$ cat src/rtl/lsu_pkg.sv
// Shared types for the load/store unit: access sizes, controller states and
// the request legality check.
package lsu_pkg;

    typedef enum logic [1:0] {
        SZ_BYTE = 2'b00,
        SZ_HALF = 2'b01,
        SZ_WORD = 2'b10,
        SZ_ILL  = 2'b11
    } lsu_size_e;

    typedef enum logic [2:0] {
        ST_IDLE  = 3'd0,
        ST_LOAD  = 3'd1,
        ST_MERGE = 3'd2,
        ST_WRITE = 3'd3,
        ST_RESP  = 3'd4
    } lsu_state_e;

    // High for an illegal size or an address not aligned to the access size.
    function automatic logic lsu_access_err(input logic [1:0] size, input logic [1:0] addr_lo);
        logic err;
        case (size)
            SZ_BYTE: err = 1'b0;
            SZ_HALF: err = addr_lo[0];
            SZ_WORD: err = (addr_lo != 2'b00);
            default: err = 1'b1;
        endcase
        return err;
    endfunction

endpackage

$ cat src/rtl/lsu_align.sv
// Lane steering for the load/store unit: sub-word extraction with sign/zero
// extension on loads, and sub-word insertion into a read word on stores.
module lsu_align
    import lsu_pkg::*;
(
    input  logic [31:0] word,
    input  logic [1:0]  addr_lo,
    input  logic [1:0]  size,
    input  logic        is_signed,
    input  logic [31:0] wdata,
    output logic [31:0] load_data,
    output logic [31:0] store_word
);

    logic [7:0]  byte_s;
    logic [15:0] half_s;

    // Select the addressed byte and half lanes of the memory word.
    always_comb begin
        byte_s = 8'h00;
        case (addr_lo)
            2'b00:   byte_s = word[7:0];
            2'b01:   byte_s = word[15:8];
            2'b10:   byte_s = word[23:16];
            2'b11:   byte_s = word[31:24];
            default: byte_s = 8'h00;
        endcase
        if (addr_lo[1]) begin
            half_s = word[31:16];
        end else begin
            half_s = word[15:0];
        end
    end

    // Extend the selected lane to a full load result.
    always_comb begin
        load_data = 32'h0000_0000;
        case (size)
            SZ_BYTE: load_data = {{24{is_signed & byte_s[7]}}, byte_s};
            SZ_HALF: load_data = {{16{is_signed & half_s[15]}}, half_s};
            SZ_WORD: load_data = word;
            default: load_data = 32'h0000_0000;
        endcase
    end

    // Overlay the low bits of the store data onto the addressed lane.
    always_comb begin
        store_word = word;
        case (size)
            SZ_BYTE: begin
                case (addr_lo)
                    2'b00:   store_word[7:0]   = wdata[7:0];
                    2'b01:   store_word[15:8]  = wdata[7:0];
                    2'b10:   store_word[23:16] = wdata[7:0];
                    2'b11:   store_word[31:24] = wdata[7:0];
                    default: store_word        = word;
                endcase
            end
            SZ_HALF: begin
                if (addr_lo[1]) begin
                    store_word[31:16] = wdata[15:0];
                end else begin
                    store_word[15:0]  = wdata[15:0];
                end
            end
            SZ_WORD: store_word = wdata;
            default: store_word = word;
        endcase
    end

endmodule

$ cat src/rtl/data_mem_lsu.sv
// Load/store controller driving a 64-word data memory. Sub-word stores are
// done as read-modify-write; misaligned or illegal requests never touch memory.
module data_mem_lsu
    import lsu_pkg::*;
(
    input  logic        clk,
    input  logic        reset,
    input  logic        req_valid,
    output logic        req_ready,
    input  logic        req_we,
    input  logic [1:0]  req_size,
    input  logic        req_signed,
    input  logic [7:0]  req_addr,
    input  logic [31:0] req_wdata,
    output logic        resp_valid,
    input  logic        resp_ready,
    output logic [31:0] resp_rdata,
    output logic        resp_err,
    output logic [5:0]  mem_address,
    output logic [31:0] mem_write_data,
    output logic        mem_we2,
    input  logic [31:0] mem_read_data
);

    lsu_state_e  state_r;
    lsu_state_e  state_nxt_s;
    logic        accept_s;
    logic        req_err_s;

    logic [1:0]  size_r;
    logic [1:0]  addr_lo_r;
    logic        signed_r;
    logic [31:0] wdata_r;

    logic        req_ready_r;
    logic        resp_valid_r;
    logic        resp_err_r;
    logic [31:0] resp_rdata_r;
    logic [5:0]  mem_address_r;
    logic [31:0] mem_write_data_r;
    logic        mem_we2_r;

    logic [31:0] load_data_s;
    logic [31:0] store_word_s;

    assign req_err_s = lsu_access_err(req_size, req_addr[1:0]);

    lsu_align u_align (
        .word       (mem_read_data),
        .addr_lo    (addr_lo_r),
        .size       (size_r),
        .is_signed  (signed_r),
        .wdata      (wdata_r),
        .load_data  (load_data_s),
        .store_word (store_word_s)
    );

    // Next-state decode and request acceptance.
    always_comb begin
        state_nxt_s = state_r;
        accept_s    = 1'b0;
        case (state_r)
            ST_IDLE: begin
                if (req_valid) begin
                    accept_s = 1'b1;
                    if (req_err_s) begin
                        state_nxt_s = ST_RESP;
                    end else if (!req_we) begin
                        state_nxt_s = ST_LOAD;
                    end else if (req_size == SZ_WORD) begin
                        state_nxt_s = ST_WRITE;
                    end else begin
                        state_nxt_s = ST_MERGE;
                    end
                end else begin
                    state_nxt_s = ST_IDLE;
                end
            end
            ST_LOAD:  state_nxt_s = ST_RESP;
            ST_MERGE: state_nxt_s = ST_WRITE;
            ST_WRITE: state_nxt_s = ST_RESP;
            ST_RESP: begin
                if (resp_ready) begin
                    state_nxt_s = ST_IDLE;
                end else begin
                    state_nxt_s = ST_RESP;
                end
            end
            default: state_nxt_s = ST_IDLE;
        endcase
    end

    // Controller state register.
    always_ff @(posedge clk) begin
        if (reset) begin
            state_r <= ST_IDLE;
        end else begin
            state_r <= state_nxt_s;
        end
    end

    // Request latches, response registers and memory-port drive.
    always_ff @(posedge clk) begin
        if (reset) begin
            size_r           <= 2'b00;
            addr_lo_r        <= 2'b00;
            signed_r         <= 1'b0;
            wdata_r          <= 32'h0000_0000;
            req_ready_r      <= 1'b1;
            resp_valid_r     <= 1'b0;
            resp_err_r       <= 1'b0;
            resp_rdata_r     <= 32'h0000_0000;
            mem_address_r    <= 6'd0;
            mem_write_data_r <= 32'h0000_0000;
            mem_we2_r        <= 1'b0;
        end else begin
            // Status flags track the state being entered so they line up with it.
            req_ready_r  <= (state_nxt_s == ST_IDLE);
            resp_valid_r <= (state_nxt_s == ST_RESP);
            mem_we2_r    <= (state_nxt_s == ST_WRITE);
            case (state_r)
                ST_IDLE: begin
                    if (accept_s) begin
                        size_r       <= req_size;
                        addr_lo_r    <= req_addr[1:0];
                        signed_r     <= req_signed;
                        wdata_r      <= req_wdata;
                        resp_err_r   <= req_err_s;
                        resp_rdata_r <= 32'h0000_0000;
                        if (!req_err_s) begin
                            mem_address_r <= req_addr[7:2];
                        end
                        if (!req_err_s && req_we && (req_size == SZ_WORD)) begin
                            mem_write_data_r <= req_wdata;
                        end
                    end
                end
                ST_LOAD:  resp_rdata_r     <= load_data_s;
                ST_MERGE: mem_write_data_r <= store_word_s;
                default: begin
                end
            endcase
        end
    end

    assign req_ready      = req_ready_r;
    assign resp_valid     = resp_valid_r;
    assign resp_err       = resp_err_r;
    assign resp_rdata     = resp_rdata_r;
    assign mem_address    = mem_address_r;
    assign mem_write_data = mem_write_data_r;
    // Gating with reset keeps a reset that lands in WRITE from committing the store.
    assign mem_we2        = mem_we2_r & ~reset;

endmodule

$ cat config.mk
export PLATFORM = sky130hd
export DESIGN_NAME = data_mem_lsu
export DESIGN_NICKNAME = d
export VERILOG_FILES = /design/src/rtl/lsu_pkg.sv /design/src/rtl/lsu_align.sv /design/src/rtl/data_mem_lsu.sv
export SDC_FILE = /design/constraint.sdc
export NUM_CORES = 1
export LEC_CHECK = 0
export ABC_AREA = 1
export BUFFER_PORTS_ARGS = -buffer_cell sky130_fd_sc_hd__buf_2
export CELL_PAD_IN_SITES_DETAIL_PLACEMENT = 0
export CELL_PAD_IN_SITES_GLOBAL_PLACEMENT = 1
export CORE_UTILIZATION = 41
export CTS_BUF_LIST = sky130_fd_sc_hd__clkbuf_4
export DETAILED_ROUTE_END_ITERATION = 16
export PLACE_DENSITY = 0.88
export RECOVER_POWER = 25
export SYNTH_ARGS = -nofsm -noshare
export SYNTH_HDL_FRONTEND = slang
export SYNTH_SLANG_ARGS = --single-unit
$ cat constraint.sdc
create_clock -name clk -period 2.7 [get_ports clk]
set_clock_uncertainty 0.2 [all_clocks]
set_input_delay 0.135 -clock clk [delete_from_list [all_inputs] [get_ports clk]]
set_output_delay 0.135 -clock clk [all_outputs]
set_load 0.02 [all_outputs]
==> metrics.txt, run 1 <==
post-route cell area 8440 um2; antenna violations before repair 0; CP arrival 2.81 ns; IO Port Bufs 153; DR DRC count 0; htree depth 4; area of placed instances 7130 um2; total congestion overflow 0; Worst Path Class, Setup reg -> reg; Max Root-Sink Buffers 2; Worst Setup Start Kind flop; synthesized area 6310 um2; FILL cells 1487; gr usage total 27.7%; Worst R2R Path Depth 8; die height 126 um; CTS buffer count 17; highest metal used met4; CP Capture Type flop; core area 14800 um2; largest net degree at the start of global routing 65; Worst Path Required 2.94 ns; GPL Wtd Cong 0.949; drt wl/cell 15.3 um; die area 15900 um2; total power divided by cell area 489 nW/um2; DR WL met3 1.56 mm; worst-path fanout max 17; Initial Util 42.7%; Final setup viols 0; Met1 Routed Length 9.76 mm; Synth Net Count 1057; DR vias 7339; latest clock arrival within the worst-skew pair 0.54 ns; layout cells sized above 1 13.7%; Hold Path Cell Cnt 4; die span in x 126 um; Worst Setup SP size_r[0]; worst r2r src size_r[0]; clock root buffer clkbuf_4; sequential area share after synthesis 36.2%; top cell type's share of synthesized area 36.2%; drt via density 5.18; Syn Inst Count 977; Tmin final 2.57 ns; Final Hold Viols 0; Pwr Total 4.12 mW; RSZ-0062 raised after global routing no; wire length on met2 9.98 mm; IO Pins 154; final slew viol count 0; period utilization 95.3%; synthesis warning total 0; status completed; flops & latches, synth 114; Hold WC Path Type in -> reg; # Post-CTS Setup Buffers 0; row count 44; Ant. Diodes 0; r2r setup slk 0.13 ns; LEAKAGE 3.93 nW; DRT iter0 DRCs 570; Nets 1302; first-pass GRT wire length 34.6 mm; dpl hpwl 14.7 mm; most frequent cells in the layout nand2_1, dlygate4sd3_1, nor2_1; CTS sink cnt 114; most common cell after layout, fill and taps aside nand2_1; Synth Area per Inst 6.45 um2; R2R Path End mem_write_data[9]; final WL 21.6 mm; number of global-route vias before repair 6735; P&R area growth vs syn 33.8%; Clock Pin Slew Worst Setup and Hold Paths 0.10 ns; Worst-Margin Slew 0.688 ns; cell taking the most area after synthesis dfxtp_1; Peak Freq 389 MHz; largest cells by area after synthesis dfxtp_1, nand2_1, a21oi_1; Final ANT Viol Nets 0; final core occ 57.2%; CTS tree done; Min Hold Slack 0.262 ns; setup TNS 0 ns; VDD IR max 0.389 mV; Max Cap Viol 0; TritonRoute pass-1 iters 5; headroom to the max-slew limit 54.1%; CP Capture Point mem_write_data[9]; Yosys cell types 31
## layer usage
metal / track usage [%] / up-vias
li1: - / 3669
met1: 37.0 / 3319
met2: 45.2 / 319
met3: 5.78 / 32
met4: 7.51 / 0
met5: 0 / -
## area by class of cell
type	instances	area, um2	area share (%)
multi-input cells	715	3400	40.3
flip-flops and latches	114	2280	27.1
repair buffers	285	2000	23.8
inverters	89	334	3.96
well taps	184	230	2.73
clock buffers	18	135	1.60
clock inverters	11	50.0	0.593
## worst min-delay path by stage
stage                             from                end  slack [ns]
after floorplan            req_addr[2]     mem_address[0]        0.07
after global placement     req_addr[4]     mem_address[2]        0.16
after detailed placement   req_addr[6]     mem_address[4]        0.17
after CTS                 req_wdata[4]  mem_write_data[4]        0.24
after global routing      req_wdata[6]  mem_write_data[6]        0.25
final                     req_wdata[3]         wdata_r[3]        0.26
## state kept, by name (all words and copies together) (netlist names)
| name | flops |
|---|---|
| mem_write_data | 32 |
| resp_rdata | 32 |
| wdata_r | 32 |
| mem_address | 6 |
| state_r | 3 |
| addr_lo_r | 2 |
| size_r | 2 |
| mem_we2_r | 1 |
| req_ready | 1 |
| resp_err | 1 |
| resp_valid | 1 |
| signed_r | 1 |
## cell usage after synthesis (all sizes together)
library cell / n
nand3b: 50
buf: 37
nand3: 71
nor2: 117
a211oi: 5
a31oi: 1
nor3: 1
o22ai: 14
o21ai: 67
nand2: 264
dfxtp: 114
clkbuf: 23
a21oi: 109
o211ai: 5
inv: 89
nand4: 2
a22oi: 8
## worst max-delay path, stage by stage (launching register included)
cell and delay (ns):
dfxtp_1 0.49, inv_2 0.20, nand2_2 0.31, nand2_1 0.19
inv_1 0.24, o22ai_1 0.10, nor2_1 0.13, nor2_1 0.07
dlygate4sd3_1 0.56
## metrics by stage
stage	setup WS, ns	instances
4_1_cts	0.0425	1415
6_report	0.127	1416
3_5_place_dp	0.454	1269
2_1_floorplan	1.11	977
5_1_grt	0.00504	1416
3_3_place_gp	0.491	1269
## what timing repair did
action / in CTS / in global routing
resized for setup: 0 / 2
hold buffers: 117 / 0
hold endpoints to repair: 114 / 0
setup endpoints to repair: 0 / 1
## kinds of logic (layout without fill, tap and decap cells)
kind of cell / after synthesis / count (layout) / synth area share (%)
AND/OR/NAND/NOR: 505 / 506 / 35.5
flip-flops: 114 / 114 / 36.2
AO/OA/AOI/OAI: 209 / 209 / 18.1
buffers and inverters: 149 / 403 / 10.2
## power by group
part	leakage, nW	total (mW)	internal, mW	switching, mW
clock network	0.116	0.969	0.333	0.636
logic	2.89	1.26	0.482	0.781
registers	0.932	1.89	1.80	0.0869
total	3.93	4.12	2.62	1.50
Power figures use the tool's default switching activity.
==> run 2: changes to the inputs <==
PLACE_DENSITY = 0.95   (was 0.88)
==> run 2 against run 1 <==
Compared with the run above:
- cell area is 0.24% higher
- sequential share of layout area down 0.079 points
- sequential power about the same
- global-route usage shrank 0.48 points
- via count is 0.45% lower
- sequential cell count unchanged
- worst setup slack improved by 0.081 ns
- combinational power is essentially flat
- first-iteration DRC count decreased by 1.9%
- fmax is 3.2% higher
- clock power up 22%
- largest power group unchanged
- highest routed layer unchanged
==> metrics.txt, run 2 (synthesis results as in run 1) <==
clock root buffer clkbuf_4; Worst Path Class, Setup reg -> reg; Hold WC Path Type in -> reg; headroom to the max-slew limit 45.5% (-8.6 points); Most Crowded Layer GR met2; number of global-route vias before repair 6635 (-1.5%); final slew viol count 0 (unchanged); first-pass GRT wire length 34.0 mm (-1.7%); CTS buffer count 17 (unchanged); total congestion overflow 0 (unchanged); CTS tree done; IO Pins 154 (unchanged); GPL Wtd Cong 0.928 (-2.3%); area of placed instances 7170 um2 (+0.67%); Clock Pin Slew Worst Setup and Hold Paths 0.10 ns (about the same); Final ANT Viol Nets 0 (unchanged); Worst-Margin Slew 0.816 ns (+0.128 ns); worst-path fanout max 11 (-6); most common cell after layout, fill and taps aside nand2_1; drt wl/cell 15.2 um (-0.52%); Worst Path Required 2.99 ns (+0.05 ns); Max Cap Viol 0 (unchanged); post-route cell area 8460 um2 (+0.24%); R2R Path End wdata_r[16]; Nets 1302 (unchanged); Min Hold Slack 0.206 ns (-0.0565 ns); VDD IR max 0.346 mV (-11%); TritonRoute pass-1 iters 6 (+1); die area 15900 um2 (unchanged); latest clock arrival within the worst-skew pair 0.54 ns (about the same); met1 global-route usage 36.1% (-0.87 points); LEAKAGE 3.94 nW (+0.16%); Worst Hold End wdata_r[31]; core area 14800 um2 (unchanged); Hold Path Cell Cnt 4 (unchanged); setup TNS 0 ns (unchanged); dpl hpwl 14.9 mm (+1.4%); IO Port Bufs 153 (unchanged); grt met3 use 4.84% (-0.93 points); most frequent cells in the layout nand2_1, dfxtp_1, nor2_1; final WL 21.5 mm (-0.59%); CP Capture Type flop; P&R area growth vs syn 34.1%; Initial Util 42.7% (unchanged); die height 126 um (unchanged); Worst R2R Path Depth 7 (-1); Peak Freq 401 MHz (+3.2%); drt via density 5.16 (-0.38%); period utilization 92.3% (-3.0 points); worst r2r src state_r[0]; Final setup viols 0 (unchanged); FILL cells 1515 (+1.9%); Worst Setup Start Kind flop; GR Layer Usage met2 44.7% (-0.52 points); layout cells sized above 1 14.8% (+1.1 points); r2r setup slk 0.21 ns (+0.08 ns); DRT iter0 DRCs 559 (-1.9%); CTS sink cnt 114 (unchanged); beginning of the worst hold path req_wdata[31]; total power divided by cell area 512 nW/um2 (+4.9%); Max Root-Sink Buffers 2 (unchanged); Final Hold Viols 0 (unchanged); row count 44 (unchanged); largest net degree at the start of global routing 48 (-26%); DR vias 7306 (-0.45%); die span in x 126 um (unchanged); DR DRC count 0 (unchanged); gr usage total 27.2% (-0.48 points); status completed; RSZ-0062 raised after global routing no; Ant. Diodes 0 (unchanged); Tmin final 2.49 ns (-0.0807 ns); antenna violations before repair 0 (unchanged); htree depth 4 (unchanged); CP arrival 2.78 ns (-0.03 ns)
run 2: cell count changes in the layout (fill, tap and decap cells not counted), moves of 3 or more:
| cell | before | now |
|---|---|---|
| buf_4 | 14 | 27 |
| dlygate4sd3_1 | 117 | 106 |
| clkinv_2 | 7 | 3 |
| clkinvlp_4 | 0 | 3 |
run 2: critical path, cell delays in order, from the launching register on:
cell	delay (ns)
dfxtp_1	0.37
nor2_2	0.19
nand3_2	0.13
clkinvlp_4	0.20
nand2_1	0.07
dlygate4sd3_1	0.56
a21oi_1	0.14
dlygate4sd3_1	0.58
run 2: routing by layer:
| layer | share of wire [%] | vias to the layer above | wire length (um) |
|---|---|---|---|
| met5 | 0 | - | 0 |
| met4 | 2.0 | 0 | 424 |
| met3 | 6.0 | 30 | 1300 |
| met2 | 46 | 279 | 9950 |
| met1 | 46 | 3325 | 9840 |
| li1 | - | 3672 | - |
run 2: how the worst max path moves through the flow:
| stage | cells past startpoint | slack, ns | start | endpoint |
|---|---|---|---|---|
| finish | 7 | 0.21 | state_r[0] | wdata_r[16] |
| global placement | 8 | 0.66 | addr_lo_r[1] | resp_rdata[24] |
| global route | 7 | 0.04 | state_r[0] | wdata_r[16] |
| floorplan | 7 | 1.11 | addr_lo_r[1] | mem_write_data[3] |
| CTS | 7 | 0.05 | state_r[0] | wdata_r[22] |
| detailed placement | 8 | 0.62 | addr_lo_r[1] | resp_rdata[11] |
run 2: what timing repair did:
item	4_1_cts	5_1_grt
hold endpoints to repair	114	0
buffers inserted	0	4
gates resized for setup	0	5
setup endpoints to repair	0	7
hold buffers	106	0
run 2: final cells by class:
type,instances,area (um2),area share [%]
multi-input cells,714,3400,40.2
flip-flops and latches,114,2280,27.0
repair buffers,286,1970,23.3
inverters,89,342,4.04
well taps,184,230,2.72
clock buffers,19,143,1.69
clock inverters,9,93.8,1.11
run 2: per-stage QoR:
stage | setup WS, ns | power (mW) | cells | utilization [%]
2_1_floorplan | 1.11 | 2.68 | 977 | -
3_3_place_gp | 0.660 | 3.02 | 1277 | 48.6
3_5_place_dp | 0.621 | 3.02 | 1277 | 48.6
4_1_cts | 0.0542 | 4.32 | 1411 | 57.4
5_1_grt | 0.0440 | 4.58 | 1415 | 57.3
6_report | 0.208 | 4.33 | 1415 | 57.3
run 2: power breakdown:
| group | internal (mW) | total (mW) | switching, mW |
|---|---|---|---|
| registers | 1.80 | 1.87 | 0.0675 |
| logic | 0.487 | 1.28 | 0.798 |
| clock network | 0.534 | 1.18 | 0.644 |
==> run 3: changes to the inputs <==
PLACE_DENSITY = 0.83   (was 0.95)
==> run 3 against run 2 <==
Compared with the run above:
- global-route usage decreased by 0.13 points
- worst setup slack improved by 0.019 ns
- combinational power barely moved
- largest cell class unchanged
- highest routed layer unchanged
- cell area fell by 1.1%
- worst hold slack improved by 0.018 ns
- die area stayed put
- power up 3.0%
- critical endpoint is now mem_write_data[6]
- routed wire length down 0.80%
==> metrics.txt, run 3 (synthesis results as in run 1) <==
status completed; CP most frequent cell nor2_1; Final ANT Viol Nets 0 (unchanged); GR Layer Usage met2 43.8% (-0.94 points); VDD IR max 0.354 mV (+2.4%); worst-path fanout max 23 (+12); Worst-Margin Slew 0.680 ns (-0.136 ns); CP arrival 2.70 ns (-0.08 ns); Ant. Diodes 0 (unchanged); non-filler cells, final 1401 (-0.99%); drt via density 5.10 (-1.3%); antenna violations before repair 0 (unchanged); first-pass GRT wire length 33.9 mm (-0.31%); layout cells sized above 1 14.4% (-0.41 points); htree depth 4 (unchanged); Clock Pin Slew Worst Setup and Hold Paths 0.11 ns (about the same); critical-path cell list nor2_1, nand2_2, inv_1, o21ai_0, nor2_1, nor2_1, dlygate4sd3_1; core area 14800 um2 (unchanged); Inst Count DP 1271 (-0.47%); RSZ-0062 raised after global routing no; LEAKAGE 3.91 nW (-0.64%); met1 global-route usage 35.8% (-0.33 points); Max Root-Sink Buffers 2 (unchanged); headroom to the max-slew limit 54.6% (+9.1 points); Nets 1284 (-1.4%); Tmin final 2.47 ns (-0.0186 ns); die span in x 126 um (unchanged); clock root buffer clkbuf_4; total congestion overflow 0 (unchanged); Worst Path Required 2.93 ns (-0.06 ns); drt wl/cell 15.2 um (+0.19%); largest net degree at the start of global routing 69 (+44%); gr usage total 27.1% (-0.13 points); Final Hold Viols 0 (unchanged); DRT iter0 DRCs 535 (-4.3%); Pwr Total 4.46 mW (+3.0%); Place WS 0.595 ns (-0.0265 ns); Initial Util 42.7% (unchanged); final slew viol count 0 (unchanged); latest clock arrival within the worst-skew pair 0.53 ns (about the same); GPL Wtd Cong 0.907 (-2.2%); Max Cap Viol 0 (unchanged); total power divided by cell area 534 nW/um2 (+4.2%); CTS buffer count 17 (unchanged); most frequent cells in the layout nand2_1, dfxtp_1, nor2_1; Peak Freq 404 MHz (+0.75%); Max stage delay cell, worst path dlygate4sd3_1; dpl hpwl 14.7 mm (-1.3%); TritonRoute pass-1 iters 6 (unchanged); period utilization 91.6% (-0.69 points); IO Port Bufs 153 (unchanged); number of global-route vias before repair 6740 (+1.6%); grt met3 use 5.52% (+0.68 points); setup TNS 0 ns (unchanged); die area 15900 um2 (unchanged); IO Pins 154 (unchanged); final worst setup slack 0.227 ns (+0.0186 ns); FILL cells 1510 (-0.33%); DR DRC count 0 (unchanged); Worst Setup Start Kind flop; DR vias 7140 (-2.3%); die height 126 um (unchanged); crit-path max cell delay 0.55 ns (-0.03 ns); CTS sink cnt 114 (unchanged); Final setup viols 0 (unchanged); Min Hold Slack 0.224 ns (+0.0183 ns); most common cell after layout, fill and taps aside nand2_1; final WL 21.3 mm (-0.80%); Most Crowded Layer GR met2; Hold WC Path Type in -> reg; P&R area growth vs syn 32.6%; Worst Path Class, Setup reg -> reg; CP Capture Type flop; CTS tree done; row count 44 (unchanged)
run 3: layer usage:
layer | up-vias | part of all wire (%)
li1 | 3648 | -
met2 | 234 | 45
met3 | 35 | 5.2
met1 | 3223 | 47
met5 | - | 0
met4 | 0 | 2.3
run 3: cell type report:
cell class	instances	area [um2]	share of cell area (%)
inverters	89	334	3.99
clock buffers	21	158	1.88
repair buffers	268	1820	21.8
clock inverters	11	138	1.65
multi-input cells	714	3400	40.7
flip-flops and latches	114	2280	27.3
well taps	184	230	2.75
run 3: repair_timing:
item	in CTS	in global routing
hold buffers	98	0
setup endpoints to repair	0	1
buffers inserted	0	0
gates resized for setup	0	5
hold endpoints to repair	114	0
run 3: worst max-delay path: cells and delay by family, from the launching register on:
kind,cells,cell delay (ns)
buf+inv,2,1.06
simple gates,4,0.55
compound gates,1,0.19
flops,1,0.36
run 3: power by group:
part / switching [mW] / internal [mW]
logic: 0.790 / 0.456
registers: 0.0705 / 1.80
clock network: 0.669 / 0.675
total: 1.53 / 2.93
run 3: worst paths after layout:
kind / depth (start not counted) / endpoint / slack (ns) / startpoint
worst max register to register: 7 / mem_write_data[6] / 0.23 / state_r[0]
worst max-delay path: 7 / mem_write_data[6] / 0.23 / state_r[0]
worst min register to register: 2 / resp_rdata[2] / 0.27 / resp_rdata[2]
worst min-delay path: 4 / wdata_r[31] / 0.22 / req_wdata[31]
run 3: through the flow:
| stage | utilization [%] | instance area, um2 |
|---|---|---|
| after floorplan | - | 6310 |
| after global placement | 48.3 | 7130 |
| after detailed placement | 48.3 | 7130 |
| after CTS | 57.0 | 8400 |
| after global routing | 56.7 | 8360 |
| final | 56.7 | 8360 |
